## src/rtl/dsp_dot_seq_if.sv

```systemverilog
// Bundle between the dot-product sequencer, its operand memories, the DSP slice
// and the requester that starts a job and collects the result.
interface dsp_dot_seq_if #(
  parameter int N_MAX = 64,
  parameter int AW    = $clog2(N_MAX)
);
  logic               start;
  logic [AW:0]        len;
  logic               busy;
  logic               err;
  logic               x_rd;
  logic [AW-1:0]      x_addr;
  logic [AW-1:0]      c_addr;
  logic signed [24:0] x_data;
  logic signed [17:0] c_data;
  logic signed [24:0] dsp_a;
  logic signed [17:0] dsp_b;
  logic [47:0]        dsp_pci;
  logic [47:0]        dsp_p;
  logic signed [47:0] res;
  logic               res_valid;
  logic               res_ready;

  // Result handshake: res is offered while res_valid=1 and is held stable until
  // a cycle with res_valid & res_ready; res_valid never drops before that cycle.
  modport master (
    output start, len, x_data, c_data, dsp_p, res_ready,
    input  busy, err, x_rd, x_addr, c_addr, dsp_a, dsp_b, dsp_pci, res, res_valid
  );

  modport slave (
    input  start, len, x_data, c_data, dsp_p, res_ready,
    output busy, err, x_rd, x_addr, c_addr, dsp_a, dsp_b, dsp_pci, res, res_valid
  );
endinterface

```

## src/rtl/dsp_dot_seq.sv

```systemverilog
// Signed dot-product sequencer driving one shared 25x18 DSP MAC slice, with
// operand alignment, first-term cascade gating and a held result register.
module dsp_dot_seq #(
  parameter int N_MAX = 64,
  parameter int A_REG = 2,
  parameter int B_REG = 2
) (
  input  logic         clk,
  input  logic         rst_n,
  dsp_dot_seq_if.slave bus,
  output logic [1:0]   dbg_state
);
  localparam int AW   = $clog2(N_MAX);
  localparam int PIPE = (A_REG > B_REG) ? A_REG : B_REG;
  localparam int DA   = PIPE - A_REG;
  localparam int DB   = PIPE - B_REG;
  localparam int TP   = PIPE + 2;
  localparam logic [AW:0] LEN_MAX = (AW+1)'(N_MAX);

  typedef enum logic [1:0] {IDLE = 2'd0, FETCH = 2'd1, DRAIN = 2'd2, HOLD = 2'd3} state_t;

  state_t             state, state_nxt;
  logic [AW-1:0]      addr;
  logic [AW:0]        len_q;
  logic               len_ok, accept, fetch_last, p_last, m_first, err_q;
  logic [TP:0]        tag_v, tag_l;
  logic [TP-1:0]      tag_f;
  logic signed [24:0] a_in;
  logic signed [17:0] b_in;
  logic signed [47:0] res_q;

  assign len_ok     = (bus.len != '0) && (bus.len <= LEN_MAX);
  assign accept     = (state == IDLE) && bus.start;
  assign fetch_last = ({1'b0, addr} == len_q - 1'b1);
  // Tag stage k is aligned with the operand presented k cycles earlier;
  // stage TP-1 is the multiplier register, stage TP the p register.
  assign p_last     = tag_v[TP] & tag_l[TP];
  assign m_first    = tag_v[TP-1] & tag_f[TP-1];

  always_ff @(posedge clk or negedge rst_n) begin
    if (!rst_n) state <= IDLE;
    else        state <= state_nxt;
  end

  always_comb begin
    state_nxt = state;
    case (state)
      IDLE:    if (accept && len_ok) state_nxt = FETCH;
      FETCH:   if (fetch_last)       state_nxt = DRAIN;
      DRAIN:   if (p_last)           state_nxt = HOLD;
      HOLD:    if (bus.res_ready)    state_nxt = IDLE;
      default:                       state_nxt = IDLE;
    endcase
  end

  always_comb begin
    bus.busy      = (state != IDLE);
    bus.x_rd      = (state == FETCH);
    bus.res_valid = (state == HOLD);
    bus.x_addr    = addr;
    bus.c_addr    = addr;
    bus.err       = err_q;
    bus.res       = res_q;
    bus.dsp_pci   = ((state == IDLE) || m_first) ? '0 : bus.dsp_p;
    dbg_state     = state;
  end

  always_ff @(posedge clk or negedge rst_n) begin
    if (!rst_n) begin
      addr  <= '0;
      len_q <= '0;
      err_q <= 1'b0;
      tag_v <= '0;
      tag_f <= '0;
      tag_l <= '0;
      res_q <= '0;
    end else begin
      err_q <= accept && !len_ok;
      if (accept && len_ok) len_q <= bus.len;
      if ((state == FETCH) && !fetch_last) addr <= addr + 1'b1;
      else                                 addr <= '0;
      tag_v <= {tag_v[TP-1:0], (state == FETCH)};
      tag_f <= {tag_f[TP-2:0], (state == FETCH) && (addr == '0)};
      tag_l <= {tag_l[TP-1:0], (state == FETCH) && fetch_last};
      if ((state == DRAIN) && p_last) res_q <= bus.dsp_p;
    end
  end

  // Memory data is only meaningful the cycle after a read; zero it otherwise.
  assign a_in = tag_v[0] ? bus.x_data : '0;
  assign b_in = tag_v[0] ? bus.c_data : '0;

  if (DA == 0) begin : g_a_direct
    assign bus.dsp_a = a_in;
  end else begin : g_a_delay
    logic signed [24:0] a_dly [DA];
    always_ff @(posedge clk or negedge rst_n) begin
      if (!rst_n) begin
        for (int i = 0; i < DA; i++) a_dly[i] <= '0;
      end else begin
        a_dly[0] <= a_in;
        for (int i = 1; i < DA; i++) a_dly[i] <= a_dly[i-1];
      end
    end
    assign bus.dsp_a = a_dly[DA-1];
  end

  if (DB == 0) begin : g_b_direct
    assign bus.dsp_b = b_in;
  end else begin : g_b_delay
    logic signed [17:0] b_dly [DB];
    always_ff @(posedge clk or negedge rst_n) begin
      if (!rst_n) begin
        for (int i = 0; i < DB; i++) b_dly[i] <= '0;
      end else begin
        b_dly[0] <= b_in;
        for (int i = 1; i < DB; i++) b_dly[i] <= b_dly[i-1];
      end
    end
    assign bus.dsp_b = b_dly[DB-1];
  end
endmodule

```

## src/flat_wrapper.sv

```systemverilog
// flat-port wrapper written by rule: the top's interface ports become plain ports
module dsp_dot_seq_flat 
#(
  parameter int N_MAX = 64,
  parameter int A_REG = 2,
  parameter int B_REG = 2
)
  (clk, rst_n, dbg_state, bus_start, bus_len, bus_x_data, bus_c_data, bus_dsp_p, bus_res_ready, bus_busy, bus_err, bus_x_rd, bus_x_addr, bus_c_addr, bus_dsp_a, bus_dsp_b, bus_dsp_pci, bus_res, bus_res_valid);
  dsp_dot_seq_if #(.N_MAX(N_MAX)) bus_i ();
  input  logic clk;
  input  logic rst_n;
  output logic [1:0] dbg_state;
  input wire logic [$bits(bus_i.start)-1:0] bus_start;
  input wire logic [$bits(bus_i.len)-1:0] bus_len;
  input wire logic [$bits(bus_i.x_data)-1:0] bus_x_data;
  input wire logic [$bits(bus_i.c_data)-1:0] bus_c_data;
  input wire logic [$bits(bus_i.dsp_p)-1:0] bus_dsp_p;
  input wire logic [$bits(bus_i.res_ready)-1:0] bus_res_ready;
  output wire logic [$bits(bus_i.busy)-1:0] bus_busy;
  output wire logic [$bits(bus_i.err)-1:0] bus_err;
  output wire logic [$bits(bus_i.x_rd)-1:0] bus_x_rd;
  output wire logic [$bits(bus_i.x_addr)-1:0] bus_x_addr;
  output wire logic [$bits(bus_i.c_addr)-1:0] bus_c_addr;
  output wire logic [$bits(bus_i.dsp_a)-1:0] bus_dsp_a;
  output wire logic [$bits(bus_i.dsp_b)-1:0] bus_dsp_b;
  output wire logic [$bits(bus_i.dsp_pci)-1:0] bus_dsp_pci;
  output wire logic [$bits(bus_i.res)-1:0] bus_res;
  output wire logic [$bits(bus_i.res_valid)-1:0] bus_res_valid;
  assign bus_i.start = bus_start;
  assign bus_i.len = bus_len;
  assign bus_i.x_data = bus_x_data;
  assign bus_i.c_data = bus_c_data;
  assign bus_i.dsp_p = bus_dsp_p;
  assign bus_i.res_ready = bus_res_ready;
  assign bus_busy = bus_i.busy;
  assign bus_err = bus_i.err;
  assign bus_x_rd = bus_i.x_rd;
  assign bus_x_addr = bus_i.x_addr;
  assign bus_c_addr = bus_i.c_addr;
  assign bus_dsp_a = bus_i.dsp_a;
  assign bus_dsp_b = bus_i.dsp_b;
  assign bus_dsp_pci = bus_i.dsp_pci;
  assign bus_res = bus_i.res;
  assign bus_res_valid = bus_i.res_valid;
  dsp_dot_seq #(.N_MAX(N_MAX), .A_REG(A_REG), .B_REG(B_REG)) u_core (.clk(clk), .rst_n(rst_n), .bus(bus_i), .dbg_state(dbg_state));
endmodule
```

## config.mk

```make
export PLATFORM = sky130hd
export DESIGN_NAME = dsp_dot_seq_flat
export DESIGN_NICKNAME = d
export VERILOG_FILES = /design/src/rtl/dsp_dot_seq_if.sv /design/src/rtl/dsp_dot_seq.sv /design/src/flat_wrapper.sv
export SDC_FILE = /design/constraint.sdc
export NUM_CORES = 1
export LEC_CHECK = 0
export ABC_AREA = 0
export CAP_MARGIN = 15
export CORE_MARGIN = 3
export CORE_UTILIZATION = 39
export CTS_CLUSTER_SIZE = 30
export DETAILED_ROUTE_END_ITERATION = 10
export PLACE_DENSITY_LB_ADDON = 0.15
export SLEW_MARGIN = 0
export SYNTH_ARGS = -nofsm -noshare
export SYNTH_HDL_FRONTEND = slang
export SYNTH_SLANG_ARGS = --single-unit
```

## constraint.sdc

```tcl
create_clock -name clk -period 7.26 [get_ports clk]
set_clock_uncertainty 0.2 [all_clocks]
set_input_delay 1.089 -clock clk [delete_from_list [all_inputs] [get_ports clk]]
set_output_delay 1.089 -clock clk [all_outputs]
set_load 0.02 [all_outputs]
```

## After elaboration in Yosys (flattened, before gate mapping)

Index checks and enable logic that the tools add are counted.

- $add $sub $neg: 2
- $lt $le $gt $ge: 1
- Eq/ne operators: 8
- Muxes and demuxes: 9
- Bitwise gates (word level): 2
- Reduce and logical (&&, ||, !) cells: 16

Operators with widths:

| cell | number |
|---|---|
| 48-bit two-way mux | 1 |
| 25-bit two-way mux | 1 |
| 18-bit two-way mux | 1 |
| 1-bit logical AND | 8 |
| 2-bit two-way mux | 4 |
| 2-bit one-hot mux with 4 select lines | 1 |
| 6-bit by 7-bit equality test with 1-bit output | 1 |
| 7-bit less-or-equal comparator (second input constant) | 1 |
| 7-bit nonzero test | 1 |
| 7-bit by 1-bit subtractor with 7-bit output (second input constant) | 1 |
| 6-bit by 1-bit adder with 6-bit output (second input constant) | 1 |
| 6-bit zero test | 1 |
| 6-bit two-way mux | 1 |
| 2-bit by 1-bit != test with 1-bit output (second input constant) | 3 |
| 2-bit equality test (second input constant) | 2 |
| 4-bit AND reduction | 1 |
| 1-bit bitwise AND | 2 |
| 2-bit by 1-bit equality test with 1-bit output (second input constant) | 1 |
| 1-bit zero test | 2 |
| 2-bit zero test | 1 |
| 2-bit != test (second input constant) | 1 |
| 2-bit nonzero test | 1 |
| 1-bit logical OR | 1 |

- Register bits after elaboration: 78
- Input bits: 102
- Output and inout bits: 157
- Word-level logic and storage cells: 46

## Logic depth before layout (Yosys ltp)

- Word-level depth: 5
- Depth in mapped cells: 9
- Depth with buffers taken out: 8

## Worst setup path after synthesis

OpenSTA, ideal clock, no wires.

- Path kind: register to output
- Start: reg u_core.state[0], in the netlist u_core.dbg_state[0]
- End: out bus_dsp_pci[27]
- Arrival: 1709 ps
- Data required time: 5971 ps
- Setup slack: 4262 ps
- Stages on the path, launching flop included: 7
- Path buffers: 2
- Path through: dfrtp_1 inv_1 ha_1 a21oi_1 clkbuf_1 clkbuf_1 and2_1

- Cells in the longest elaborated chain, start to end: 3

RTL lines:

| element | RTL line | text |
|---|---|---|
| start, declared | dsp_dot_seq.sv:22 | `state_t state, state_nxt;` |
| start signal, assigned | dsp_dot_seq.sv:42 | `else state <= state_nxt;` |
| 2-bit zero test | dsp_dot_seq.sv:64 | `bus.dsp_pci = ((state == IDLE) \|\| m_first) ? '0 : bus.dsp_p;` |
| 1-bit logical OR | dsp_dot_seq.sv:64 |  |
| 48-bit two-way mux | dsp_dot_seq.sv:64 |  |
| end, declared | flat_wrapper.sv:26 | `output wire logic [$bits(bus_i.dsp_pci)-1:0] bus_dsp_pci;` |

Every way passes these cells.

## Worst setup path after layout

- Start: reg u_core.state[0], in the netlist u_core.dbg_state[0]
- End: out bus_dsp_pci[31]

The elaborated chain is that of the path after synthesis.

==> results.rst <==
.. list-table::
   :header-rows: 1

   * - Metric
     - Value
   * - Total standard cell area after synthesis
     - approximately 3800 um^2
   * - Crit-path max FO
     - 47
   * - Total power
     - 1.97 mW
   * - Commonest non-fill, non-tap cells in the layout
     - clkdlybuf4s50_1, and2_1, dfrtp_1
   * - Worst Hold Margin
     - between 0.1 and 0.15 ns
   * - H-Tree Level Count
     - 3
   * - Total grt overflow
     - 0
   * - Count of flip-flops with a built-in enable after synthesis
     - 0
   * - Wire per inst
     - 17.0 um
   * - WP data arrival
     - between 2 and 3 ns
   * - Placed inst area
     - 6470 um^2
   * - Ys flop type
     - dfrtp_1
   * - Number of DRC markers in iteration 0
     - ~150
   * - Setup Buffers After CTS
     - 0
   * - Min-Delay Startpoint
     - u_core.tag_f[0]
   * - Worst reg2reg path depth
     - 8
   * - Routing layer with the top usage in global route
     - met2
   * - CTS root buf
     - clkbuf_8
   * - Final Setup Violations
     - 0
   * - Clock latency reported for the late side of the worst-skew pair
     - ~0.34 ns
   * - GRT met1 Usage
     - approximately a quarter
   * - Area of the die
     - approximately 11000 um^2
   * - Synth Net Count
     - between 400 and 500
   * - Proportion of synthesized flip-flops having asynchronous set or reset
     - 100%
   * - Synth warnings
     - 0
   * - Relative max-transition margin
     - 34.3%
   * - Filler cell count
     - 740
   * - Met3 global-route usage
     - around 7.0%
   * - Worst r2r dst
     - u_core.dbg_state[1]
   * - Length of the first detailed-routing pass in iterations
     - 4
   * - Placement Rows
     - 35
   * - GPL Wtd Cong
     - roughly 0.84
   * - Time the worst path needs with I/O delays and setup
     - 3.81 ns
   * - Vias after detailed routing
     - 3341
   * - Placeable core region
     - ~9400 um^2
   * - Result of the run
     - completed
   * - Synth unique cells
     - 38
   * - Critical path start-end classification
     - register to output port
   * - Hold bufs inserted after CTS
     - 0
   * - Commonest non-fill, non-tap cell in the layout
     - clkdlybuf4s50_1
   * - Initial cell density of the core
     - around 41%
   * - Maximum number of pins on one net before global-route repair
     - just under 80
   * - Number of instances in the placed design
     - roughly 700
   * - Switching part of the total
     - 39.0%
   * - Met2 track utilization from global routing
     - 41.7%
   * - Final Routed Wirelength
     - 12100 um
   * - Area growth syn-to-layout
     - 74.3%
   * - Wire length of the first global-routing pass
     - 19200 um
   * - Overall die height
     - between 100 and 150 um
   * - Via density per instance
     - around 4.7
   * - Number of buffers between clock root and the deepest sink
     - 2
   * - Die Span X
     - roughly 110 um
   * - Unrepaired setup endpoints after global routing
     - false
   * - TritonCTS buffer count
     - 9
   * - Power density over cell area
     - 296 nW/um^2
   * - Utilization of the core after routing
     - a little under three quarters
   * - Net count of the finished layout
     - 689
   * - Remaining routing DRC violations
     - 0
   * - RR Startpoint
     - u_core.len_q[0]
   * - F_max
     - 262 MHz
   * - Via count of the first global-routing pass
     - between 3000 and 4000
   * - Crit start category
     - register
   * - Total half-perimeter wirelength after legalization and detailed placement
     - 9570 um
   * - Antenna Cells
     - 0
   * - Final antenna-violating net count
     - 0
   * - Critical Path End Type
     - output port
   * - Slew Limit Fails
     - 0
   * - Number of gates resized after cts
     - 0
   * - Fraction of final layout cells with drive strength greater than 1
     - between 10 and 15%
   * - Number of cells on the worst hold path
     - 0
   * - PortBufs
     - between 200 and 300
   * - Final hold vios
     - 0
   * - I/O Pins
     - approximately 260
   * - TNS Setup
     - 0 ns
   * - Clock power share
     - 16.4%
   * - Combined global-route utilization of all metal layers
     - between 20% and 30%
   * - Register bit total from synthesis
     - 78
   * - Non-Filler Cell Area, Final
     - roughly 6700 um^2
   * - Leakage power of the design
     - ~2.7 nW
   * - Portion of total power attributed to sequential cells
     - 29.3%
   * - Switching power
     - 0.770 mW
   * - Req. time, crit path
     - between 5 and 6 ns
   * - End point of the most critical hold path
     - u_core.tag_f[1]
   * - Max-cap viol count
     - 0
   * - Post-Syn Instances
     - between 300 and 400
   * - Clock input transition at the sequential cells of the worst setup and hold paths
     - 0.08 ns
   * - Gate power share
     - ~54%
   * - Mean Syn Cell Area
     - approximately 12 um^2
   * - Worst hold path class
     - register to register
   * - Post-route worst setup slack
     - around 3.4 ns
   * - Initial antenna violation count
     - 0
   * - CTS sink cnt
     - 78
   * - Reg2Reg Setup Slack
     - 4.58 ns
   * - Cell Count, Final, Fillers Out
     - around 710
   * - Actual slew at the worst max-slew pin
     - 0.986 ns
   * - Clock tree from TritonCTS
     - built
   * - Fraction of the yosys area taken by sequential cells
     - between 50% and 60%
   * - Total internal power
     - around 1.2 mW
   * - VDD IR-drop max
     - between 150 and 200 uV
   * - Setup WS pre-CTS
     - around 3.6 ns
   * - Share of the cycle needed by the critical path after routing
     - ~53%
## Yosys cell counts (2+ instances only)
master    count  area share, %
mux2_1        2           0.59
inv_1        10           0.98
ha_1          7            2.3
dfrtp_1      78             51
and2_1       91             15
nand2_1       8           0.78
nor4_1        3           0.49
nor2b_1       2           0.33
buf_4         6            1.2
nand2b_1      2           0.33
a21oi_1       4           0.52
clkbuf_1     14            1.4
xnor2_1       6            1.4
nand3_1       3           0.39
nor2_1       13            1.3
xor2_1        5            1.1
buf_6         2           0.59
o21ai_0       6           0.78
mux2_2       49             14
nor3_1        2           0.26
## power by group through the flow
stage	clock, mW	sequential (mW)	combinational [mW]
floorplan	0	0.578	0.564
global placement	0	0.583	1.06
detailed placement	0	0.588	1.08
CTS	0.332	0.580	1.08
global route	0.350	0.592	1.14
finish	0.324	0.578	1.07
## final cells by class
| type | count | area [um^2] | share of cell area [%] |
|---|---|---|---|
| flip-flops and latches | 78 | 1950 | 29.3 |
| multi-input cells | 221 | 1730 | 25.9 |
| clock inverters | 5 | 58.8 | 0.881 |
| inverters | 10 | 37.5 | 0.563 |
| clock buffers | 11 | 141 | 2.12 |
| repair buffers | 260 | 2590 | 38.9 |
| well taps | 129 | 161 | 2.42 |
## layer usage
layer  routed length, um  vias to the layer above
li1                    -                     1587
met1                4510                     1595
met2                6470                      149
met3                1000                       10
met4                 143                        0
met5                   0                        -
## worst max-delay path by stage
stage                         from  cells after the start              end
2_1_floorplan  u_core.dbg_state[0]                      6  bus_dsp_pci[27]
3_3_place_gp         bus_c_data[8]                      3     bus_dsp_b[8]
3_5_place_dp         bus_dsp_p[44]                      3  bus_dsp_pci[44]
4_1_cts        u_core.dbg_state[0]                      6   bus_dsp_pci[4]
5_1_grt        u_core.dbg_state[0]                      6   bus_dsp_pci[4]
6_report       u_core.dbg_state[0]                      6  bus_dsp_pci[31]
## registers in the layout (all words and copies together) (netlist names)
register / count
u_core.bus.err: 1
u_core.tag_v: 5
u_core.len_q: 7
u_core.tag_f: 4
u_core.bus.c_addr: 6
u_core.tag_l: 5
u_core.bus.res: 48
u_core.dbg_state: 2
## worst max-delay path: stages (launching register included)
cell and delay, ns:
dfrtp_1 0.41, inv_1 0.10, ha_1 0.28, a21oi_2 0.18, buf_4 0.37, and2_1 0.19, clkdlybuf4s50_1 0.64
## kinds of logic after synthesis
family	count (synthesis)	share of synthesized area (%)
flops	78	51.0
fa+ha+maj	7	2.29
mux	53	15.7
xor+xnor	11	2.52
buf+inv	32	4.12
simple gates	131	20.6
compound gates	19	3.79
No activity file was read; power rests on OpenSTA's default activity.
